**config.mk**
```make
export PLATFORM = sky130hd
export DESIGN_NAME = tlrb_aib_rst_seq
export DESIGN_NICKNAME = d
export VERILOG_FILES = /design/src/rtl/tlrb_aib_rst_seq.sv
export SDC_FILE = /design/constraint.sdc
export NUM_CORES = 1
export LEC_CHECK = 0
export BUFFER_PORTS_ARGS = -buffer_cell sky130_fd_sc_hd__buf_2
export CORE_MARGIN = 10
export CORE_UTILIZATION = 25
export DETAILED_ROUTE_END_ITERATION = 10
export GPL_ROUTABILITY_DRIVEN = 0
export PLACE_DENSITY_LB_ADDON = 0.15
export SETUP_SLACK_MARGIN = 0.2
export SLEW_MARGIN = 20
export SYNTH_ARGS = -nofsm -noshare
export SYNTH_HDL_FRONTEND = slang
export SYNTH_SLANG_ARGS = --single-unit
```
**constraint.sdc**
```tcl
create_clock -name clk -period 5.3 [get_ports clk]
set_input_delay 0.795 -clock clk [delete_from_list [all_inputs] [get_ports clk]]
set_output_delay 0.795 -clock clk [all_outputs]
set_load 0.02 [all_outputs]
```
**src/rtl/tlrb_aib_rst_seq.sv**
```systemverilog
// Bring-up/reset sequencer for the multi-channel TLRB AIB PHY wrapper.
// Releases por/rstn/adap resets in AIB order and reports link_ready or a timeout.
module tlrb_aib_rst_seq #(
    parameter int NCH         = 2,
    parameter int SYNC_STAGES = 2,
    parameter int POR_CYC     = 16,
    parameter int REL_CYC     = 8,
    parameter int TMO_CYC     = 1024
) (
    input  logic           clk,
    input  logic           rstn,
    input  logic           enable,
    input  logic           ms_nsl,
    input  logic [NCH-1:0] chan_en,
    input  logic           phy_por_out,
    input  logic           phy_device_detect,
    input  logic [NCH-1:0] phy_rstn_out,
    input  logic [NCH-1:0] phy_adap_rstn_out,
    output logic           por_in,
    output logic [NCH-1:0] rstn_in,
    output logic [NCH-1:0] adap_irstb,
    output logic [NCH-1:0] adap_rstn_in,
    output logic           link_ready,
    output logic           seq_error,
    output logic [3:0]     seq_state
);

    localparam int MAX_CYC = (POR_CYC > REL_CYC) ? ((POR_CYC > TMO_CYC) ? POR_CYC : TMO_CYC)
                                                 : ((REL_CYC > TMO_CYC) ? REL_CYC : TMO_CYC);
    localparam int CNT_W   = (MAX_CYC > 2) ? $clog2(MAX_CYC) : 1;
    localparam int SW      = 2 + 2 * NCH;

    localparam logic [CNT_W-1:0] POR_LAST = CNT_W'(POR_CYC - 1);
    localparam logic [CNT_W-1:0] REL_LAST = CNT_W'(REL_CYC - 1);
    localparam logic [CNT_W-1:0] TMO_LAST = CNT_W'(TMO_CYC - 1);

    typedef enum logic [3:0] {
        ST_IDLE      = 4'd0,
        ST_POR       = 4'd1,
        ST_WAIT_LINK = 4'd2,
        ST_PHY_DLY   = 4'd3,
        ST_WAIT_PHY  = 4'd4,
        ST_ADAP_DLY  = 4'd5,
        ST_WAIT_ADAP = 4'd6,
        ST_READY     = 4'd7,
        ST_ERROR     = 4'd8
    } state_e;

    state_e           state_q, state_d;
    logic [CNT_W-1:0] cnt_q, cnt_d;
    logic [NCH-1:0]   en_q, en_d;
    logic [SW-1:0]    sync_q [SYNC_STAGES];

    logic             por_d, link_ready_d, seq_error_d;
    logic [NCH-1:0]   rstn_in_d, adap_d;

    logic [SW-1:0]    sync_s;
    logic             por_out_s, det_s, link_up_s;
    logic [NCH-1:0]   rstn_out_s, adap_out_s;
    logic             phy_ok, adap_ok, ready_drop, abort, tmo;

    // NOTE: the synchronizer chain is a handful of flops, not a RAM, so it takes
    // the reset like any other state and every stage comes up 0.
    always_ff @(posedge clk) begin
        if (!rstn) begin
            for (int i = 0; i < SYNC_STAGES; i++) sync_q[i] <= '0;
        end else begin
            sync_q[0] <= {phy_por_out, phy_device_detect, phy_rstn_out, phy_adap_rstn_out};
            for (int i = 1; i < SYNC_STAGES; i++) sync_q[i] <= sync_q[i-1];
        end
    end

    assign sync_s     = sync_q[SYNC_STAGES-1];
    assign por_out_s  = sync_s[SW-1];
    assign det_s      = sync_s[SW-2];
    assign rstn_out_s = sync_s[2*NCH-1:NCH];
    assign adap_out_s = sync_s[NCH-1:0];
    assign link_up_s  = ms_nsl ? ~por_out_s : det_s;

    // Disabled channels count as already released in every wait condition.
    assign phy_ok     = &(rstn_out_s | ~en_q);
    assign adap_ok    = &(adap_out_s | ~en_q);
    assign ready_drop = |(en_q & ~(rstn_out_s & adap_out_s));
    assign abort      = (state_q inside {ST_PHY_DLY, ST_WAIT_PHY, ST_ADAP_DLY, ST_WAIT_ADAP, ST_READY})
                        && (!link_up_s || (state_q == ST_READY && ready_drop));
    assign tmo        = (cnt_q == TMO_LAST);

    // NOTE: every variable gets its default before the case so no path can leave
    // one unassigned and turn it into a latch.
    always_comb begin
        state_d = state_q;
        en_d    = en_q;
        if (!enable) begin
            state_d = ST_IDLE;
        end else if (abort) begin
            state_d = ST_POR;
        end else begin
            case (state_q)
                ST_IDLE: begin
                    if (chan_en != '0) begin
                        en_d    = chan_en;
                        state_d = ST_POR;
                    end
                end
                ST_POR:       if (cnt_q == POR_LAST) state_d = ST_WAIT_LINK;
                ST_WAIT_LINK: if (link_up_s) state_d = ST_PHY_DLY;
                              else if (tmo)  state_d = ST_ERROR;
                ST_PHY_DLY:   if (cnt_q == REL_LAST) state_d = ST_WAIT_PHY;
                ST_WAIT_PHY:  if (phy_ok)    state_d = ST_ADAP_DLY;
                              else if (tmo)  state_d = ST_ERROR;
                ST_ADAP_DLY:  if (cnt_q == REL_LAST) state_d = ST_WAIT_ADAP;
                ST_WAIT_ADAP: if (adap_ok)   state_d = ST_READY;
                              else if (tmo)  state_d = ST_ERROR;
                ST_READY:     state_d = ST_READY;
                ST_ERROR:     state_d = ST_ERROR;
                default:      state_d = ST_IDLE;
            endcase
        end

        if (state_d != state_q)   cnt_d = '0;
        else if (cnt_q != '1)     cnt_d = cnt_q + 1'b1;
        else                      cnt_d = cnt_q;

        // Outputs are registered from the next state so they change together with seq_state.
        por_d        = (state_d == ST_POR) && !ms_nsl;
        rstn_in_d    = (state_d inside {ST_WAIT_PHY, ST_ADAP_DLY, ST_WAIT_ADAP, ST_READY}) ? en_d : '0;
        adap_d       = (state_d inside {ST_WAIT_ADAP, ST_READY}) ? en_d : '0;
        link_ready_d = (state_d == ST_READY);
        seq_error_d  = (state_d == ST_ERROR);
    end

    // NOTE: sequential state uses non-blocking assignments so every flop samples
    // the pre-edge values regardless of statement order.
    always_ff @(posedge clk) begin
        if (!rstn) begin
            state_q      <= ST_IDLE;
            cnt_q        <= '0;
            en_q         <= '0;
            por_in       <= 1'b0;
            rstn_in      <= '0;
            adap_irstb   <= '0;
            adap_rstn_in <= '0;
            link_ready   <= 1'b0;
            seq_error    <= 1'b0;
        end else begin
            state_q      <= state_d;
            cnt_q        <= cnt_d;
            en_q         <= en_d;
            por_in       <= por_d;
            rstn_in      <= rstn_in_d;
            adap_irstb   <= adap_d;
            adap_rstn_in <= adap_d;
            link_ready   <= link_ready_d;
            seq_error    <= seq_error_d;
        end
    end

    assign seq_state = state_q;

endmodule
```
==> flow_metrics.py <==
metrics = {
    "cells_and_area": {
        "post-route-cell-area_um2": 2050,
        "layout-drive-gt1-share_pct": 23.9,
        "finish.cell_count_without_fillers": 309,
        "layout.cells.most_common": "dfxtp_1",
        "flow.area_growth_from_synthesis_pct": 16.4,
        "antenna-diode-count": 0,
        "post_layout_net_count": 225,
        "layout.cells.most_common_list": "35 x dfxtp_1, 24 x buf_2, 17 x nor2_1, 15 x and2_1",
    },
    "placement": {
        "post_dp_cell_area_um2": 1930,
        "place.detailed.instances": 301,
        "io_buffer_count": 24,
        "place_hpwl_mm": 3.36,
    },
    "pwr": {
        "vdd.ir_drop.worst_mv": 0.145,
        "total_switching_power_uw": 131,
        "combPwrFrac_pct": 7.3,
        "power_switching_share_pct": 22.8,
        "power.static_leakage_nw": 0.789,
        "part_of_the_power_in_registers_pct": 48.1,
        "power.share.clock_pct": 44.6,
        "p_total_uw": 574,
        "power_density_nw_per_um2": 280,
        "cell_internal_pwr_uw": 443,
    },
    "timing": {
        "rsz_0062_raised_after_global_routing": "no",
        "setup-violations-final": 0,
        "worstMarginPinSlew_ps": 930,
        "final.hold.worst_slack_ps": 439,
        "finalMaxSlewViolations": 0,
        "maximum_achievable_frequency_mhz": 378,
        "finalWorstPathRequiredPeriod_ps": 2640,
        "skew_ps": 13.4,
        "finalCritPeriodShare_pct": 49.9,
        "timing_hold_violations_final": 0,
        "fin_tns_setup_ps": 0,
        "worst_slew_margin_rel_pct": 37.6,
    },
    "worst_setup_path": {
        "end_kind": "flop",
        "worstSetupPathType": "flop to flop",
        "cpMaxStageDelayCell": "o31ai_2",
        "worstSetupStartpointType": "flop",
        "path_max_fanout": 10,
        "cp.required_ps": 5440,
        "worst-endpoint-arrival_ps": 2780,
        "worst_path_largest_cell_delay_ps": 920,
        "critical_path.top_delay_family": "compound AO/OA/AOI/OAI gates",
        "critical_path_cell_list": "ha_1 > and4_1 > nand4_1 > o31ai_2 > nor3_1",
        "timing.critical_path.buf_inv": 0,
    },
    "global_route": {
        "grt_antenna_before_repair": 0,
        "grt_pass1_vias": 1415,
        "grt_pass1_wl_mm": 7.39,
        "grt_util_all_layers_pct": 8.32,
        "grt_start_max_net_pins": 19,
        "grt_overflow_total": 0,
    },
    "drt": {
        "drt-total-wl_mm": 4.49,
        "drt_pre_antenna_iters": 4,
        "average_wire_per_standard_cell_um": 14.5,
        "drtIter0Drc": 74,
        "drc": 0,
        "dr_total_vias": 1449,
        "detail-route-antenna-nets": 0,
        "routed_via_density": 4.69,
    },
    "die": {
        "num_io_pins": 25,
        "chipWidth_um": 104,
        "chipHeight_um": 104,
        "floorplan.core_area_um2": 6830,
        "effective_utilization_at_floorplan_pct": 25.8,
        "fp.dieArea_um2": 10800,
        "placementRows": 30,
    },
    "logic_synthesis": {
        "yosysSeqAreaShare_pct": 39.8,
        "synthCells": 191,
        "postSynth.topFlopCell": "dfxtp_1",
        "synth-async-reset-ratio_pct": 0,
        "syn_nets": 204,
        "yosysTopAreaCellShare_pct": 39.8,
        "average_cell_area_after_synthesis_um2": 9.22,
        "synth.yosys.warnings": 0,
        "yosys.cell_types.count": 60,
        "postSynthRegisterBits": 35,
        "synth_top_area_cell": "dfxtp_1",
        "yosys-top-cells-area": "dfxtp_1 40%, and2_1 5.3%, nor2_1 3.6%",
        "netlist_area_um2": 1760,
        "synth_edf_count": 0,
    },
    "cts": {
        "clock_tree.root_cell": "clkbuf_8",
        "clkTransAtPathRegs_ps": 80,
        "tritoncts_sinks": 35,
        "ctsHtreeMaxLevel": 2,
        "tritoncts.num_buffers": 5,
        "clock_latency_ps": 290,
        "cts_tree": "done",
        "cts-root-to-sink-buffers": 2,
        "ctsHoldBuffers": 0,
        "cts.repair.resized": 0,
        "postCtsSetupBuffers": 0,
    },
    "status": {
        "status": "finished, final reports clean",
    },
    "run": {
        "cap_violations": 0,
    },
    "min_path": {
        "hp-class": "flop to flop",
    },
}
-- flip-flops by register name, indices dropped and copies added, names as in the netlist --
name,cells
sync_q,12
cnt_q,10
seq_state,4
adap_rstn_in,2
en_q,2
rstn_in,2
link_ready,1
por_in,1
seq_error,1
-- per-stage QoR --
step / setup WS, ps / utilization (%)
global route: 2460 / 30.0
floorplan: 3050 / -
CTS: 2710 / 30.0
global placement: 2660 / 28.2
finish: 2660 / 30.0
detailed placement: 2650 / 28.2
-- routing by layer --
layer / wire, um / GRT usage [%]
met4: 74 / 3.68
met2: 2020 / 12.6
met3: 237 / 2.66
met5: 0 / 0
met1: 2160 / 10.5
-- cells by family after synthesis --
logic type      share of synthesized area, %
buf+inv                                 5.40
fa+ha+maj                              0.710
flops                                   39.8
compound gates                          18.7
mux                                     1.14
simple gates                            30.8
xor+xnor                                3.48
-- synthesized netlist by cell type, drive strengths merged, types with 3 or more instances --
| master | n |
|---|---|
| o31ai | 3 |
| xor2 | 3 |
| nor2 | 18 |
| a21oi | 6 |
| nor3b | 3 |
| nor3 | 13 |
| o21ai | 5 |
| xnor2 | 4 |
| and2 | 15 |
| nand2 | 12 |
| inv | 6 |
| dfxtp | 35 |
| nand4 | 3 |
| buf | 8 |
| nor2b | 7 |
| a31oi | 3 |
| nand3 | 4 |
-- worst paths after layout --
path / start / end / slack [ps] / cells past startpoint
setup / recovery: cnt_q[0] / cnt_q[3] / 2660 / 5
hold / removal: sync_q[0][5] / sync_q[0][11] / 440 / 1
setup reg to reg: cnt_q[0] / cnt_q[3] / 2660 / 5
hold reg to reg: sync_q[0][5] / sync_q[0][11] / 440 / 1
-- worst register-to-register path, stage by stage (launching register included) --
cell	delay, ps
dfxtp_1	390
ha_1	280
and4_1	340
nand4_1	460
o31ai_2	920
nor3_1	110
-- power groups by stage --
stage               Combinational [mW]  Clock (mW)  Sequential (mW)
global route                    0.0469       0.278            0.277
detailed placement              0.0421           0            0.282
CTS                             0.0422       0.265            0.276
global placement                0.0426           0            0.282
floorplan                       0.0295           0            0.280
finish                          0.0419       0.256            0.276
-- cell type report --
class | instances | area [um2]
Timing Repair Buffer | 24 | 120
Clock buffer | 6 | 82.6
Clock inverter | 2 | 38.8
Tap cell | 96 | 120
Fill cell | 763 | 4780
Sequential cell | 35 | 701
Multi-Input combinational cell | 140 | 966
Inverter | 6 | 22.5
No activity file was read; power rests on OpenSTA's default activity.
